[src/rtl/axil_master_bridge_if.sv]
// Signal bundle between the core-side request/response port, the bridge and an AXI-lite responder.
// The master modport is the bridge's view; the slave modport is the core-plus-responder side.
interface axil_master_bridge_if #(
  parameter int ADDR_W = 32,
  parameter int DATA_W = 32
);
  localparam int STRB_W = DATA_W / 8;

  logic              req_valid;
  logic              req_ready;
  logic              req_we;
  logic [ADDR_W-1:0] req_addr;
  logic [DATA_W-1:0] req_wdata;
  logic [STRB_W-1:0] req_wstrb;
  logic              rsp_valid;
  logic              rsp_ready;
  logic [DATA_W-1:0] rsp_rdata;
  logic              rsp_err;

  logic [ADDR_W-1:0] araddr;
  logic              arvalid;
  logic              arready;
  logic [DATA_W-1:0] rdata;
  logic [1:0]        rresp;
  logic              rvalid;
  logic              rready;
  logic [ADDR_W-1:0] awaddr;
  logic              awvalid;
  logic              awready;
  logic [DATA_W-1:0] wdata;
  logic [STRB_W-1:0] wstrb;
  logic              wvalid;
  logic              wready;
  logic [1:0]        bresp;
  logic              bvalid;
  logic              bready;

  modport master (
    input  req_valid, req_we, req_addr, req_wdata, req_wstrb, rsp_ready,
    input  arready, rdata, rresp, rvalid, awready, wready, bresp, bvalid,
    output req_ready, rsp_valid, rsp_rdata, rsp_err,
    output araddr, arvalid, rready, awaddr, awvalid, wdata, wstrb, wvalid, bready
  );

  modport slave (
    output req_valid, req_we, req_addr, req_wdata, req_wstrb, rsp_ready,
    output arready, rdata, rresp, rvalid, awready, wready, bresp, bvalid,
    input  req_ready, rsp_valid, rsp_rdata, rsp_err,
    input  araddr, arvalid, rready, awaddr, awvalid, wdata, wstrb, wvalid, bready
  );
endinterface

[src/rtl/axil_master_bridge.sv]
// Single-outstanding load/store request port to AXI-lite initiator.
// Handshakes: a transfer happens on a rising edge where valid and ready are both high; valid never drops before that.
module axil_master_bridge #(
  parameter int ADDR_W = 32,
  parameter int DATA_W = 32
) (
  input  logic                  clk,
  input  logic                  rst_n,
  axil_master_bridge_if.master  bus,
  output logic [2:0]            dbg_state_o
);
  localparam int STRB_W = DATA_W / 8;

  typedef enum logic [2:0] {
    S_IDLE    = 3'd0,
    S_RD_ADDR = 3'd1,
    S_RD_DATA = 3'd2,
    S_WR_REQ  = 3'd3,
    S_WR_RESP = 3'd4,
    S_RESP    = 3'd5
  } state_t;

  state_t            state_q;
  logic [ADDR_W-1:0] araddr_q, awaddr_q;
  logic [DATA_W-1:0] wdata_q, rsp_rdata_q;
  logic [STRB_W-1:0] wstrb_q;
  logic              arvalid_q, rready_q, awvalid_q, wvalid_q, bready_q;
  logic              aw_done_q, w_done_q, rsp_valid_q, rsp_err_q;
  logic              aw_done_d, w_done_d;

  // A write channel counts as done once its handshake has happened, including this cycle's.
  always_comb begin
    aw_done_d = aw_done_q | (awvalid_q & bus.awready);
    w_done_d  = w_done_q  | (wvalid_q  & bus.wready);
  end

  always_ff @(posedge clk or negedge rst_n) begin
    if (!rst_n) begin
      state_q     <= S_IDLE;
      araddr_q    <= '0;
      awaddr_q    <= '0;
      wdata_q     <= '0;
      wstrb_q     <= '0;
      rsp_rdata_q <= '0;
      rsp_err_q   <= 1'b0;
      rsp_valid_q <= 1'b0;
      arvalid_q   <= 1'b0;
      rready_q    <= 1'b0;
      awvalid_q   <= 1'b0;
      wvalid_q    <= 1'b0;
      bready_q    <= 1'b0;
      aw_done_q   <= 1'b0;
      w_done_q    <= 1'b0;
    end else begin
      case (state_q)
        S_IDLE: begin
          if (bus.req_valid) begin
            if (bus.req_we) begin
              awaddr_q  <= bus.req_addr;
              wdata_q   <= bus.req_wdata;
              wstrb_q   <= bus.req_wstrb;
              awvalid_q <= 1'b1;
              wvalid_q  <= 1'b1;
              aw_done_q <= 1'b0;
              w_done_q  <= 1'b0;
              state_q   <= S_WR_REQ;
            end else begin
              araddr_q  <= bus.req_addr;
              arvalid_q <= 1'b1;
              state_q   <= S_RD_ADDR;
            end
          end
        end
        S_RD_ADDR: begin
          if (bus.arready) begin
            arvalid_q <= 1'b0;
            rready_q  <= 1'b1;
            state_q   <= S_RD_DATA;
          end
        end
        S_RD_DATA: begin
          if (bus.rvalid) begin
            rready_q    <= 1'b0;
            rsp_rdata_q <= bus.rdata;
            rsp_err_q   <= (bus.rresp != 2'b00);
            rsp_valid_q <= 1'b1;
            state_q     <= S_RESP;
          end
        end
        S_WR_REQ: begin
          aw_done_q <= aw_done_d;
          w_done_q  <= w_done_d;
          if (awvalid_q && bus.awready) awvalid_q <= 1'b0;
          if (wvalid_q && bus.wready)   wvalid_q  <= 1'b0;
          if (aw_done_d && w_done_d) begin
            bready_q <= 1'b1;
            state_q  <= S_WR_RESP;
          end
        end
        S_WR_RESP: begin
          if (bus.bvalid) begin
            bready_q    <= 1'b0;
            rsp_rdata_q <= '0;
            rsp_err_q   <= (bus.bresp != 2'b00);
            rsp_valid_q <= 1'b1;
            state_q     <= S_RESP;
          end
        end
        S_RESP: begin
          if (bus.rsp_ready) begin
            rsp_valid_q <= 1'b0;
            state_q     <= S_IDLE;
          end
        end
        default: state_q <= S_IDLE;
      endcase
    end
  end

  // req_ready is gated by rst_n so it reads low for the whole reset assertion.
  assign bus.req_ready = (state_q == S_IDLE) & rst_n;
  assign bus.rsp_valid = rsp_valid_q;
  assign bus.rsp_rdata = rsp_rdata_q;
  assign bus.rsp_err   = rsp_err_q;
  assign bus.araddr    = araddr_q;
  assign bus.arvalid   = arvalid_q;
  assign bus.rready    = rready_q;
  assign bus.awaddr    = awaddr_q;
  assign bus.awvalid   = awvalid_q;
  assign bus.wdata     = wdata_q;
  assign bus.wstrb     = wstrb_q;
  assign bus.wvalid    = wvalid_q;
  assign bus.bready    = bready_q;
  assign dbg_state_o   = state_q;
endmodule

[src/flat_wrapper.sv]
// flat-port wrapper written by rule: the top's interface ports become plain ports
module axil_master_bridge_flat 
#(
  parameter int ADDR_W = 32,
  parameter int DATA_W = 32
)
  (clk, rst_n, dbg_state_o, bus_req_valid, bus_req_we, bus_req_addr, bus_req_wdata, bus_req_wstrb, bus_rsp_ready, bus_arready, bus_rdata, bus_rresp, bus_rvalid, bus_awready, bus_wready, bus_bresp, bus_bvalid, bus_req_ready, bus_rsp_valid, bus_rsp_rdata, bus_rsp_err, bus_araddr, bus_arvalid, bus_rready, bus_awaddr, bus_awvalid, bus_wdata, bus_wstrb, bus_wvalid, bus_bready);
  axil_master_bridge_if #(.ADDR_W(ADDR_W), .DATA_W(DATA_W)) bus_i ();
  input  logic clk;
  input  logic rst_n;
  output logic [2:0] dbg_state_o;
  input wire logic [$bits(bus_i.req_valid)-1:0] bus_req_valid;
  input wire logic [$bits(bus_i.req_we)-1:0] bus_req_we;
  input wire logic [$bits(bus_i.req_addr)-1:0] bus_req_addr;
  input wire logic [$bits(bus_i.req_wdata)-1:0] bus_req_wdata;
  input wire logic [$bits(bus_i.req_wstrb)-1:0] bus_req_wstrb;
  input wire logic [$bits(bus_i.rsp_ready)-1:0] bus_rsp_ready;
  input wire logic [$bits(bus_i.arready)-1:0] bus_arready;
  input wire logic [$bits(bus_i.rdata)-1:0] bus_rdata;
  input wire logic [$bits(bus_i.rresp)-1:0] bus_rresp;
  input wire logic [$bits(bus_i.rvalid)-1:0] bus_rvalid;
  input wire logic [$bits(bus_i.awready)-1:0] bus_awready;
  input wire logic [$bits(bus_i.wready)-1:0] bus_wready;
  input wire logic [$bits(bus_i.bresp)-1:0] bus_bresp;
  input wire logic [$bits(bus_i.bvalid)-1:0] bus_bvalid;
  output wire logic [$bits(bus_i.req_ready)-1:0] bus_req_ready;
  output wire logic [$bits(bus_i.rsp_valid)-1:0] bus_rsp_valid;
  output wire logic [$bits(bus_i.rsp_rdata)-1:0] bus_rsp_rdata;
  output wire logic [$bits(bus_i.rsp_err)-1:0] bus_rsp_err;
  output wire logic [$bits(bus_i.araddr)-1:0] bus_araddr;
  output wire logic [$bits(bus_i.arvalid)-1:0] bus_arvalid;
  output wire logic [$bits(bus_i.rready)-1:0] bus_rready;
  output wire logic [$bits(bus_i.awaddr)-1:0] bus_awaddr;
  output wire logic [$bits(bus_i.awvalid)-1:0] bus_awvalid;
  output wire logic [$bits(bus_i.wdata)-1:0] bus_wdata;
  output wire logic [$bits(bus_i.wstrb)-1:0] bus_wstrb;
  output wire logic [$bits(bus_i.wvalid)-1:0] bus_wvalid;
  output wire logic [$bits(bus_i.bready)-1:0] bus_bready;
  assign bus_i.req_valid = bus_req_valid;
  assign bus_i.req_we = bus_req_we;
  assign bus_i.req_addr = bus_req_addr;
  assign bus_i.req_wdata = bus_req_wdata;
  assign bus_i.req_wstrb = bus_req_wstrb;
  assign bus_i.rsp_ready = bus_rsp_ready;
  assign bus_i.arready = bus_arready;
  assign bus_i.rdata = bus_rdata;
  assign bus_i.rresp = bus_rresp;
  assign bus_i.rvalid = bus_rvalid;
  assign bus_i.awready = bus_awready;
  assign bus_i.wready = bus_wready;
  assign bus_i.bresp = bus_bresp;
  assign bus_i.bvalid = bus_bvalid;
  assign bus_req_ready = bus_i.req_ready;
  assign bus_rsp_valid = bus_i.rsp_valid;
  assign bus_rsp_rdata = bus_i.rsp_rdata;
  assign bus_rsp_err = bus_i.rsp_err;
  assign bus_araddr = bus_i.araddr;
  assign bus_arvalid = bus_i.arvalid;
  assign bus_rready = bus_i.rready;
  assign bus_awaddr = bus_i.awaddr;
  assign bus_awvalid = bus_i.awvalid;
  assign bus_wdata = bus_i.wdata;
  assign bus_wstrb = bus_i.wstrb;
  assign bus_wvalid = bus_i.wvalid;
  assign bus_bready = bus_i.bready;
  axil_master_bridge #(.ADDR_W(ADDR_W), .DATA_W(DATA_W)) u_core (.clk(clk), .rst_n(rst_n), .bus(bus_i), .dbg_state_o(dbg_state_o));
endmodule
[config.mk]
export PLATFORM = sky130hd
export DESIGN_NAME = axil_master_bridge_flat
export DESIGN_NICKNAME = d
export VERILOG_FILES = /design/src/rtl/axil_master_bridge_if.sv /design/src/rtl/axil_master_bridge.sv /design/src/flat_wrapper.sv
export SDC_FILE = /design/constraint.sdc
export NUM_CORES = 1
export LEC_CHECK = 0
export ABC_AREA = 1
export CELL_PAD_IN_SITES_DETAIL_PLACEMENT = 1
export CELL_PAD_IN_SITES_GLOBAL_PLACEMENT = 2
export CORE_ASPECT_RATIO = 0.75
export CORE_MARGIN = 2
export CORE_UTILIZATION = 38
export DETAILED_ROUTE_END_ITERATION = 16
export DONT_BUFFER_PORTS = 1
export PLACE_DENSITY = 0.91
export SETUP_SLACK_MARGIN = 0.4
export SLEW_MARGIN = 20
export SYNTH_ARGS = -nofsm -noshare
export SYNTH_HDL_FRONTEND = slang
export SYNTH_SLANG_ARGS = --single-unit
export TNS_END_PERCENT = 10
[constraint.sdc]
create_clock -name clk -period 2.2 [get_ports clk]
set_input_delay 0.44 -clock clk [delete_from_list [all_inputs] [get_ports clk]]
set_output_delay 0.44 -clock clk [all_outputs]
set_load 0.01 [all_outputs]
==> run metrics <==
Max-Cap Viols 0; crit path max fanout 6; yosys warns 0; Top Ports 257; CTS sink count 144; WL final 15800 µm; first-pass GRT wire length 24700 µm; fin crit share 79.2%; commonest non-fill, non-tap cell in the layout nand2_1; clk_skew 0.00837 ns; share of layout cells above drive strength 1 15.1%; Worst VDD drop 0.000614 V; Avg WL per Cell 18.9 µm; Antenna diodes 0; crit path launch u_core.dbg_state_o[1]; Max Clock Freq 0.574 GHz; filler cell count 1733; Worst Tran Pin Value 0.428 ns; worst skew pair latency 0.41 ns; Overall Global Routing Usage 19.2%; mapped cell area 5890 µm²; die height 112 µm; Worst slew margin 71.5%; Worst setup SP type register; Slew Viols, Final 0; hold slack -0.281 ns; clk buf depth 2; Worst R2R Path Depth 6; fin crit period 1.74 ns; Initial Util 38.8%; GPL Wtd Cong 0.812; Hold WC Path Type in2async; Syn Nets 738; worst reg2reg endpoint u_core.bus.rsp_err; Fin. Hold Viols 144; TritonCTS Buffers 17; Synth Register Bits 144; sequential area share after synthesis 61.2%; clk slew on worst S/H paths 0.06 ns; Routed Antenna Nets 0; post-route setup TNS 0 ns; vias in the first global route 4460; row count 39; final setup violation count 0; status finished with violations; CP endpoint kind primary output; failing checks negative hold slack; H-Tree Depth 4; Critical Path AT 1.30 ns; average vias per placed instance 5.05; Buffers on Ports 0; Worst setup endpoint bus_req_ready; DR pass1 iterations 4; width of the die 148 µm; initial antenna violation count 0; Cells after Synth 624; Detailed Route Iter0 Violations 256; post-route DRC violation count 0; largest net degree at the start of global routing 146; RSZ-0062 raised after global routing yes; Root Buffer Master clkbuf_16; synthesized area per cell 9.43 µm²; vias 4222; die area 16500 µm²; area grow syn2layout 13.5%; nets@finish 734; commonest non-fill, non-tap cells in the layout 255 x nand2_1, 141 x dfrtp_1, 44 x inv_1; Yosys cell types 25; Worst EP required 1.76 ns; Crit Path Category reg2out; hpwl dp 11000 µm; RR Startpoint u_core.dbg_state_o[2]; reg2reg setup slack 0.53 ns; leak pwr 3.48 nW; Power Density 1630 nW/µm²; GRT Residual Overflow 0; CTS tree done; Core ar. 15200 µm²
==> power by group <==
group / leakage, nW / switching, mW / internal [mW] / total [mW]
registers: 1.81 / 1.58 / 3.85 / 5.43
clock network: 0.303 / 1.13 / 2.02 / 3.14
logic: 1.36 / 1.44 / 0.851 / 2.29
total: 3.48 / 4.15 / 6.72 / 10.9
==> kinds of logic after synthesis <==
group,Yosys count,share of synthesized area (%)
AO/OA/AOI/OAI,80,9.23
buffers and inverters,80,7.38
flip-flops,144,61.2
AND/OR/NAND/NOR,320,22.2
==> per-stage QoR <==
stage          area, µm²  instances  utilization, %  total power [mW]  setup WS [ns]
3_3_place_gp        5980        803            39.4              7.44          0.430
5_1_grt             6680        836            44.0              11.6          0.396
6_report            6680        836            44.0              10.9          0.458
4_1_cts             6630        833            43.7              10.9          0.304
3_5_place_dp        5980        803            39.4              7.69          0.275
2_1_floorplan       5890        624               -              6.94          0.780
==> worst min-delay path by stage <==
stage               depth (start not counted)  startpoint                       end
finish                                      0       rst_n  u_core.bus.rsp_rdata[10]
global route                                0       rst_n  u_core.bus.rsp_rdata[13]
CTS                                         0       rst_n  u_core.bus.rsp_rdata[13]
detailed placement                          0       rst_n  u_core.bus.rsp_rdata[13]
global placement                            0       rst_n  u_core.bus.rsp_rdata[13]
floorplan                                   0       rst_n          u_core.aw_done_q
==> layer usage <==
layer	vias to the layer above	global-route usage (%)	routed length [µm]	part of all wire [%]
met5	-	0	0	0
met4	0	7.37	361	2.3
met3	30	6.35	1160	7.3
met2	146	32.2	7950	50
met1	2084	22.9	6360	40
li1	1962	-	-	-
==> what timing repair did <==
action,4_1_cts,5_1_grt
hold endpoints to repair,144,144
setup endpoints to repair,55,62
setup buffers,0,2
cloned,0,1
gates resized for setup,4,8
pin swaps,0,2
==> sequential cells by signal (all words and copies together), names as in the netlist <==
| register | count |
|---|---|
| u_core.bus.awvalid | 1 |
| u_core.bus.rsp_err | 1 |
| u_core.bus.awaddr | 32 |
| u_core.bus.wvalid | 1 |
| u_core.bus.bready | 1 |
| u_core.aw_done_q | 1 |
| u_core.bus.rready | 1 |
| u_core.bus.araddr | 32 |
| u_core.bus.rsp_rdata | 32 |
| u_core.w_done_q | 1 |
| u_core.dbg_state_o | 3 |
| u_core.bus.arvalid | 1 |
| u_core.bus.wstrb | 4 |
| u_core.bus.rsp_valid | 1 |
| u_core.bus.wdata | 32 |
==> cell usage after synthesis <==
master | number | area, µm²
nor2_1 | 7 | 26.3
nor2_4 | 1 | 11.3
buf_2 | 8 | 40.0
buf_6 | 16 | 180
nand3b_1 | 3 | 22.5
o21ai_0 | 11 | 55.1
nor4_1 | 1 | 6.26
a21oi_2 | 1 | 8.76
o21ai_1 | 28 | 140
nand2_1 | 257 | 965
inv_4 | 1 | 6.26
o21ai_2 | 35 | 307
nand2_2 | 2 | 12.5
inv_2 | 2 | 7.51
clkbuf_1 | 8 | 30.0
dfrtp_1 | 144 | 3600
a21oi_1 | 4 | 20.0
nor2_2 | 3 | 18.8
nand3_1 | 42 | 210
a22oi_2 | 1 | 12.5
or2_2 | 1 | 6.26
nand4_1 | 1 | 6.26
nand3_2 | 2 | 20.0
clkbuf_2 | 1 | 5.00
inv_1 | 44 | 165
==> layout make-up <==
class	count	area, µm²	area share (%)
Timing Repair Buffer	9	103	1.54
Inverter	47	181	2.72
Clock buffer	18	429	6.42
Tap cell	205	256	3.84
Clock inverter	12	209	3.13
Sequential cell	144	3610	54.0
Multi-Input combinational cell	401	1900	28.4
==> critical path, stage by stage, from the launching register on <==
cell,delay (ns)
dfrtp_2,0.50
nor2_4,0.17
nand2_2,0.10
nor2_4,0.13
(Power assumes the default switching activity.)
